--- src/rtl/fifo_pkg.sv ---
// Shared async-FIFO helpers: depth from address width and Gray/binary conversion.
// Used by both the write-side and read-side pointer blocks.
package fifo_pkg;

  function automatic int fifo_depth(input int asize);
    return 1 << asize;
  endfunction

  function automatic logic [31:0] bin2gray(input logic [31:0] b);
    return b ^ (b >> 1);
  endfunction

  // Only the low 'width' bits of g take part; higher bits are masked off first.
  function automatic logic [31:0] gray2bin(input logic [31:0] g, input int width);
    logic [31:0] gm;
    logic [31:0] b;
    gm = g & ((32'd1 << width) - 32'd1);
    b  = '0;
    for (int i = 0; i < 32; i++) begin
      b[i] = ^(gm >> i);
    end
    return b;
  endfunction

endpackage

--- src/rtl/fifo_gray2bin.sv ---
// Combinational Gray-to-binary converter: each binary bit is the XOR of all
// Gray bits at or above its position.
module fifo_gray2bin #(
  parameter int W = 5
) (
  input  logic [W-1:0] gray_i,
  output logic [W-1:0] bin_o
);

  always_comb begin
    bin_o = '0;
    for (int i = 0; i < W; i++) begin
      bin_o[i] = ^(gray_i >> i);
    end
  end

endmodule

--- src/rtl/fifo_wptr_full.sv ---
// Write-domain pointer and status generator of the async FIFO: binary write
// address, Gray write pointer, and registered full/near-full/overflow/occupancy.
module fifo_wptr_full
  import fifo_pkg::*;
#(
  parameter int ASIZE     = 4,
  parameter int NF_MARGIN = 3
) (
  input  logic             wclk,
  input  logic             wrst_n,
  input  logic             winc,
  input  logic [ASIZE:0]   wq2_rptr,
  output logic             wen,
  output logic [ASIZE-1:0] waddr,
  output logic [ASIZE:0]   wptr,
  output logic             full,
  output logic             near_full,
  output logic             overflow,
  output logic [ASIZE:0]   wcount
);

  localparam int             DEPTH     = fifo_depth(ASIZE);
  localparam int             PW        = ASIZE + 1;
  localparam logic [ASIZE:0] NF_THRESH = PW'(DEPTH - NF_MARGIN);

  logic [ASIZE:0] wbin_q, wbin_d;
  logic [ASIZE:0] wptr_q, wptr_d;
  logic [ASIZE:0] wcount_q, wcount_d;
  logic [ASIZE:0] rbin;
  logic           full_q, full_d;
  logic           near_full_q, near_full_d;
  logic           overflow_q, overflow_d;

  fifo_gray2bin #(.W(PW)) u_rptr_g2b (
    .gray_i (wq2_rptr),
    .bin_o  (rbin)
  );

  assign wen = winc & ~full_q;

  // Full is the classic Gray compare (top two bits inverted); the subtraction
  // wraps modulo 2**(ASIZE+1) and so yields occupancy directly.
  always_comb begin
    wbin_d      = wbin_q + {{ASIZE{1'b0}}, wen};
    wptr_d      = PW'(bin2gray(32'(wbin_d)));
    wcount_d    = wbin_d - rbin;
    full_d      = (wptr_d == {~wq2_rptr[ASIZE:ASIZE-1], wq2_rptr[ASIZE-2:0]});
    near_full_d = ~full_d & (wcount_d >= NF_THRESH);
    overflow_d  = winc & full_q;
  end

  always_ff @(posedge wclk or negedge wrst_n) begin
    if (!wrst_n) begin
      wbin_q      <= '0;
      wptr_q      <= '0;
      wcount_q    <= '0;
      full_q      <= 1'b0;
      near_full_q <= 1'b0;
      overflow_q  <= 1'b0;
    end else begin
      wbin_q      <= wbin_d;
      wptr_q      <= wptr_d;
      wcount_q    <= wcount_d;
      full_q      <= full_d;
      near_full_q <= near_full_d;
      overflow_q  <= overflow_d;
    end
  end

  assign waddr     = wbin_q[ASIZE-1:0];
  assign wptr      = wptr_q;
  assign full      = full_q;
  assign near_full = near_full_q;
  assign overflow  = overflow_q;
  assign wcount    = wcount_q;

endmodule

--- config.mk ---
export PLATFORM = sky130hd
export DESIGN_NAME = fifo_wptr_full
export DESIGN_NICKNAME = d
export VERILOG_FILES = /design/src/rtl/fifo_pkg.sv /design/src/rtl/fifo_gray2bin.sv /design/src/rtl/fifo_wptr_full.sv
export SDC_FILE = /design/constraint.sdc
export NUM_CORES = 1
export LEC_CHECK = 0
export BUFFER_PORTS_ARGS = -buffer_cell sky130_fd_sc_hd__buf_2
export CAP_MARGIN = 20
export CORE_UTILIZATION = 45
export DETAILED_ROUTE_END_ITERATION = 6
export PLACE_DENSITY = 0.79
export SYNTH_ARGS = -nofsm -noshare
export SYNTH_HDL_FRONTEND = slang
export SYNTH_SLANG_ARGS = --single-unit
export TNS_END_PERCENT = 1
--- constraint.sdc ---
create_clock -name wclk -period 2.05 [get_ports wclk]
set_input_delay 0 -clock wclk [delete_from_list [all_inputs] [get_ports wclk]]
set_output_delay 0 -clock wclk [all_outputs]
set_load 0.005 [all_outputs]
==> results of run 1 <==
[metrics by stage]
step	std cells	utilization, %	setup slack (ps)
after detailed placement	140	66.1	-191
after global routing	149	72.5	-271
after CTS	149	72.1	-130
final	149	72.5	-154
after global placement	140	66.1	-130
after floorplan	77	-	-94.0
[synthesized netlist by cell type]
cell type	count	area share (%)
sky130_fd_sc_hd__dfrtp_1	17	46
sky130_fd_sc_hd__xnor2_1	14	13
sky130_fd_sc_hd__inv_1	7	2.9
sky130_fd_sc_hd__ha_1	6	8.2
sky130_fd_sc_hd__xor2_1	5	4.8
sky130_fd_sc_hd__nand2_1	3	1.2
sky130_fd_sc_hd__nand3_1	3	1.6
sky130_fd_sc_hd__nor2_1	2	0.82
sky130_fd_sc_hd__nor2b_1	2	1.4
sky130_fd_sc_hd__xor2_2	2	3.5
sky130_fd_sc_hd__a211o_1	1	0.96
sky130_fd_sc_hd__a21o_1	1	0.82
sky130_fd_sc_hd__a21oi_1	1	0.55
sky130_fd_sc_hd__a22o_1	1	0.96
sky130_fd_sc_hd__and2_1	1	0.68
sky130_fd_sc_hd__and2b_2	1	0.96
sky130_fd_sc_hd__and4b_1	1	1.1
sky130_fd_sc_hd__clkbuf_1	1	0.41
sky130_fd_sc_hd__fa_1	1	2.2
sky130_fd_sc_hd__mux2_2	1	1.2
sky130_fd_sc_hd__nor3_1	1	0.55
sky130_fd_sc_hd__o21a_1	1	0.82
sky130_fd_sc_hd__o21ai_0	1	0.55
sky130_fd_sc_hd__o22a_1	1	0.96
sky130_fd_sc_hd__or3_1	1	0.68
sky130_fd_sc_hd__xnor3_1	1	2.5
[cells by family after synthesis]
family	Yosys count	share of synthesized area (%)
fa+ha+maj	7	10.4
xor+xnor	22	24.1
compound gates	7	5.59
simple gates	15	9.00
buf+inv	8	3.27
mux	1	1.23
flops	17	46.4
[sequential cells by signal, indices dropped and copies added, names as in the netlist]
signal / count
overflow: 1
wcount: 5
wbin_q: 5
near_full: 1
full: 1
wptr: 4
[layer usage]
metal | track usage [%] | wire (um) | up-vias
li1 | - | - | 344
met5 | 0 | 0 | -
met3 | 3.46 | 64 | 4
met1 | 26.6 | 849 | 332
met2 | 37.5 | 998 | 17
met4 | 6.86 | 17 | 0
[worst min-delay path, stage by stage]
cell and delay, ps:
sky130_fd_sc_hd__buf_2 100, sky130_fd_sc_hd__xnor2_1 120, sky130_fd_sc_hd__ha_1 140, sky130_fd_sc_hd__inv_1 40
[worst max-delay path by stage]
stage	to	slack, ps	cells after the start
after CTS	near_full	-130	8
after floorplan	near_full	-90	8
after global routing	near_full	-270	9
final	near_full	-150	9
after detailed placement	near_full	-190	12
after global placement	near_full	-130	12
[report_power, final]
part | internal (W) | switching, W | leakage (nW) | total (W)
Combinational | 0.000977 | 0.000750 | 0.433 | 0.00173
Sequential | 0.000518 | 0.000124 | 0.203 | 0.000642
Clock | 0.0000755 | 0.000100 | 0.0150 | 0.000175
[what timing repair did]
item,in CTS,in global routing
pin swaps,2,1
endpoints found under the setup margin,3,4
gates resized for setup,3,1
hold buffers,2,0
buffers inserted,3,0
endpoints found under the hold margin,18,0
[cell type report]
cell class,instances,area share (%)
sequential,17,32.2
tap,25,2.37
inverter,7,1.99
clock buffer,4,1.99
timing repair buffer,44,21.6
multi-input combinational,52,39.8
==> reports/qor.yml, run 1 <==
outcome:
  outcome: "finished, violations left"
  violated_checks: "negative setup slack"
floorplanning:
  placeableCoreArea_sq_um: 1820
  core.rowCount: 15
  initial_standard_cell_utilization_of_the_core_pct: 50.4
  die_height_um: 47.1
  die-area_sq_um: 2220
  boundary_pins: 26
  die_width_um: 47.1
drt:
  detail_route.iter0.violations: 5
  num_vias: 697
  detailedRoute.firstPassIterationCount: 4
  detail_route.drc_violations: 0
  detail_route.wirelength_um: 1930
  post_drt_via_cell_ratio: 4.68
  final_antenna_net_count: 0
  routed_wire_length_per_instance_um: 13.0
layout:
  filler_cell_count: 151
  finish.instance_area_sq_um: 1320
  layout.cells.most_common_list: "25 x sky130_fd_sc_hd__buf_2, 17 x sky130_fd_sc_hd__dfrtp_1, 16 x sky130_fd_sc_hd__buf_4"
  design.final.nets: 140
  area_growth_syn_to_layout_pct: 43.9
  antenna_cells: 0
  final_layout_size_suffix_gt1_share_pct: 44.4
  mostFrequentLayoutCell: "sky130_fd_sc_hd__buf_2"
  multiInputGateArea_sq_um: 526
  final-seq-area_sq_um: 425
global_routing:
  grt_remaining_overflow: 0
  grt_first_pass_wirelength_um: 3200
  grt_max_degree: 18
  global_route.usage.total_pct: 21.3
  grt_pass1_vias: 726
  initial_antenna_violation_count: 0
timing:
  fin_setup_tns_ps: -195
  setup_repair_after_global_routing_missed_its_margin: "yes"
  finalCritPeriodShare_pct: 107
  fin_skew_ps: 6.52
  setup-violations-final: 3
  fin_ws_ps: -154
  worst_slew_margin_rel_pct: 73.8
  final.hold.worst_slack_ps: 155
  fmax_mhz: 454
  finalHoldViolations: 0
  worst-slew-pin-transition_ps: 391
  shortest_period_the_worst_path_allows_ps: 2200
  drv_slew: 0
worst_setup_path:
  worst_reg2reg_path_endpoint: "near_full"
  cpPeakStageDelay_ps: 400
  r2r_slack_ps: -150
  worstSetupEndpointType: "flip-flop"
  timing.critical_path.slowest_stage_cell: "sky130_fd_sc_hd__dfrtp_1"
  setup.worst_path.start_class: "flip-flop"
  critPathTopFamily: "adder cells"
  timing.critical_path.arrival_ps: 2390
  critical_path_buf_inv_count: 0
  critical_path.cell_chain: "nor2b_2, ha_2, ha_4, xor2_4, ha_1, a21o_1, a21oi_2, xnor2_2, o22a_1"
  r2r-start: "full"
  worstRegToRegCells: 9
  critPathRequiredTime_ps: 2230
  timing.critical_path.from: "full"
  crit_type: "reg2reg"
  path_max_fanout: 4
clock_network:
  worst_setup_hold_path_clk_slew_ps: 100
  cts_tree: "done"
  worstSkewPairLatency_ps: 280
  clkSinkCount: 17
  h-tree-depth: 1
  cts_made_buffers: 3
  cts_buffer_depth: 2
  root_buffer: "sky130_fd_sc_hd__clkbuf_4"
yosys:
  syn-cell-area_sq_um: 917
  synth_nets: 92
  syn_avg_cell_area_sq_um: 11.9
  synth_cell_types: 26
  ys_seq_area_share_pct: 46.4
  synthesis.yosys.warnings: 0
  ys_seq_elements: 17
  syn_inst_count: 77
job:
  max_cap_violations: 0
pwr:
  cellLeakagePower_nw: 0.651
  areal_power_density_over_the_cells_nw_per_um2: 1930
  irDropWorstVdd_uv: 1320
  power.total_w: 0.00254
placed_design:
  gpl.final_weighted_congestion: 0.832
  placedInstanceArea_sq_um: 1200
  dpl.hpwl_um: 1450
  portBuffers: 25
worst_hold_path:
  hold_path_depth: 4
  hold_path_end: "wcount[0]"
  worst_hold_startpoint: "wq2_rptr[0]"
  hp-class: "in2reg"
No activity file was read; power rests on OpenSTA's default activity.
==> run 2, diff against run 1 <==
--- a/config.mk
+++ b/config.mk
@@ -8,7 +8,8 @@
 export BUFFER_PORTS_ARGS = -buffer_cell sky130_fd_sc_hd__buf_2
 export CAP_MARGIN = 20
-export CORE_UTILIZATION = 45
+export CORE_UTILIZATION = 47
+export CTS_BUF_LIST = sky130_fd_sc_hd__clkbuf_8
 export DETAILED_ROUTE_END_ITERATION = 6
-export PLACE_DENSITY = 0.79
+export PLACE_DENSITY = 0.82
 export SYNTH_ARGS = -nofsm -noshare
 export SYNTH_HDL_FRONTEND = slang
==> constraint.sdc (replaced) <==
create_clock -name wclk -period 2.05 [get_ports wclk]
set_input_delay 0.41 -clock wclk [delete_from_list [all_inputs] [get_ports wclk]]
set_output_delay 0.41 -clock wclk [all_outputs]
set_load 0.005 [all_outputs]
==> run 2 against run 1 <==
Compared with the run above:
- the flow still finishes with violations (negative setup slack)
- setup slack worse by 72 ps
- non-clock buffer count is 7 higher
- register-to-register slack worse by 60 ps
- design area is 9.1% higher
- worst hold slack worse by 97 ps
==> reports/qor.yml, run 2 (synthesized netlist as in run 1, its figures left out) <==
layout:
  mostFrequentLayoutCell: "sky130_fd_sc_hd__buf_4"
  filler_cell_count: 96
  final_layout_size_suffix_gt1_share_pct: 54.2
  layout.cells.most_common_list: "25 x sky130_fd_sc_hd__buf_4, 23 x sky130_fd_sc_hd__buf_2, 17 x sky130_fd_sc_hd__dfrtp_1"
  final_core_utilization_pct: 80.8
  antenna_cells: 0
  area_growth_syn_to_layout_pct: 57.0
  design.final.nets: 147
timing:
  setup-violations-final: 4
  final.hold.worst_slack_ps: 57.8
  drv_slew: 0
  fin_setup_tns_ps: -553
  finalCritPeriodShare_pct: 111
  setup_repair_after_global_routing_missed_its_margin: "yes"
  worst_slew_margin_rel_pct: 75.3
  worst-slew-pin-transition_ps: 371
  fmax_mhz: 439
  fin_skew_ps: 4.96
  finalHoldViolations: 0
  shortest_period_the_worst_path_allows_ps: 2280
  fin_ws_ps: -226
drt:
  detail_route.wirelength_um: 2330
  final_antenna_net_count: 0
  detailedRoute.firstPassIterationCount: 5
  detail_route.iter0.violations: 11
  post_drt_via_cell_ratio: 4.80
  detail_route.drc_violations: 0
  num_vias: 749
  routed_wire_length_per_instance_um: 14.9
global_routing:
  grt_max_degree: 18
  grt_pass1_vias: 757
  grt_remaining_overflow: 0
  grt_first_pass_wirelength_um: 3460
  global_route.usage.total_pct: 24.5
  initial_antenna_violation_count: 0
worst_setup_path:
  crit_type: "in2reg"
  worstSetupEndpointType: "flip-flop"
  worstRegToRegCells: 8
  critPathRequiredTime_ps: 2200
  r2r_slack_ps: -210
  setup.worst_path.start_class: "primary input"
  worst_reg2reg_path_endpoint: "near_full"
  timing.critical_path.arrival_ps: 2430
  r2r-start: "full"
  path_max_fanout: 2
outcome:
  outcome: "finished, violations left"
  violated_checks: "negative setup slack"
clock_network:
  cts_tree: "done"
  root_buffer: "sky130_fd_sc_hd__clkbuf_8"
  worstSkewPairLatency_ps: 260
  cts_made_buffers: 3
  clkSinkCount: 17
  cts_buffer_depth: 2
  worst_setup_hold_path_clk_slew_ps: 70
  h-tree-depth: 1
  cts_hold_buffers: 0
floorplanning:
  die_width_um: 46.2
  die_height_um: 46.2
  placeableCoreArea_sq_um: 1780
  die-area_sq_um: 2130
  initial_standard_cell_utilization_of_the_core_pct: 51.4
  core.rowCount: 15
  boundary_pins: 26
worst_hold_path:
  hp-class: "in2async"
placed_design:
  dpl.hpwl_um: 1520
  gpl.final_weighted_congestion: 0.841
  portBuffers: 25
  placement.setup.worst_slack_ps: -550
pwr:
  cellLeakagePower_nw: 0.718
  irDropWorstVdd_uv: 1250
  areal_power_density_over_the_cells_nw_per_um2: 1940
job:
  max_cap_violations: 0
## run 2: cell count changes in the layout (fill, tap and decap cells not counted), sizes merged
cell / delta
buf: +9
dlygate4sd3: -2
clkbuf: -1
inv: +1
## run 2: layout make-up
class | instances | area, sq um | area share (%)
repair buffers | 51 | 340 | 23.6
flip-flops and latches | 17 | 425 | 29.5
inverters | 7 | 26.3 | 1.82
well taps | 25 | 31.3 | 2.17
clock buffers | 3 | 41.3 | 2.87
clock inverters | 1 | 3.75 | 0.261
multi-input cells | 52 | 572 | 39.7
## run 2: routing by layer
metal / up-vias / global-route usage (%) / wire length, um
met4: 0 / 14.1 / 82
met1: 363 / 28.4 / 900
met2: 25 / 43.4 / 1280
li1: 352 / - / -
met5: - / 0 / 0
met3: 9 / 2.35 / 61
## run 2: worst max-delay path: stages
cell                      delay (ps)
sky130_fd_sc_hd__buf_8           100
sky130_fd_sc_hd__xnor2_4         180
sky130_fd_sc_hd__xor2_2          220
sky130_fd_sc_hd__xor2_2          210
sky130_fd_sc_hd__xnor2_1         180
sky130_fd_sc_hd__ha_2            260
sky130_fd_sc_hd__fa_2            220
sky130_fd_sc_hd__inv_1            40
sky130_fd_sc_hd__a21o_1          150
sky130_fd_sc_hd__a21oi_2         150
sky130_fd_sc_hd__xnor2_1         100
sky130_fd_sc_hd__o22a_1          190
## run 2: worst max path at each step
| stage | slack [ps] | end | from |
|---|---|---|---|
| after global routing | -300 | near_full | wq2_rptr[4] |
| after floorplan | -300 | near_full | wq2_rptr[3] |
| after global placement | -440 | near_full | wq2_rptr[3] |
| after CTS | -190 | near_full | wq2_rptr[4] |
| final | -230 | near_full | wq2_rptr[4] |
| after detailed placement | -550 | near_full | wq2_rptr[3] |
## run 2: report_power, final
part	total, W	leakage, nW	internal [W]	switching (W)
clock	0.000252	0.0269	0.000133	0.000119
combinational	0.00190	0.488	0.00108	0.000823
sequential	0.000646	0.203	0.000520	0.000127
total	0.00280	0.718	0.00173	0.00107
## run 2: stage by stage
stage	std cells	power, W	instance area [sq um]
floorplan	77	0.00157	943
finish	156	0.00280	1440
global route	156	0.00299	1440
global placement	145	0.00216	1240
detailed placement	145	0.00225	1240
CTS	154	0.00268	1400
## run 2: timing repair
action                     CTS  global route
buffers inserted             5             2
setup endpoints to repair    4             5
pin swaps                   11             6
gates resized for setup     13             5
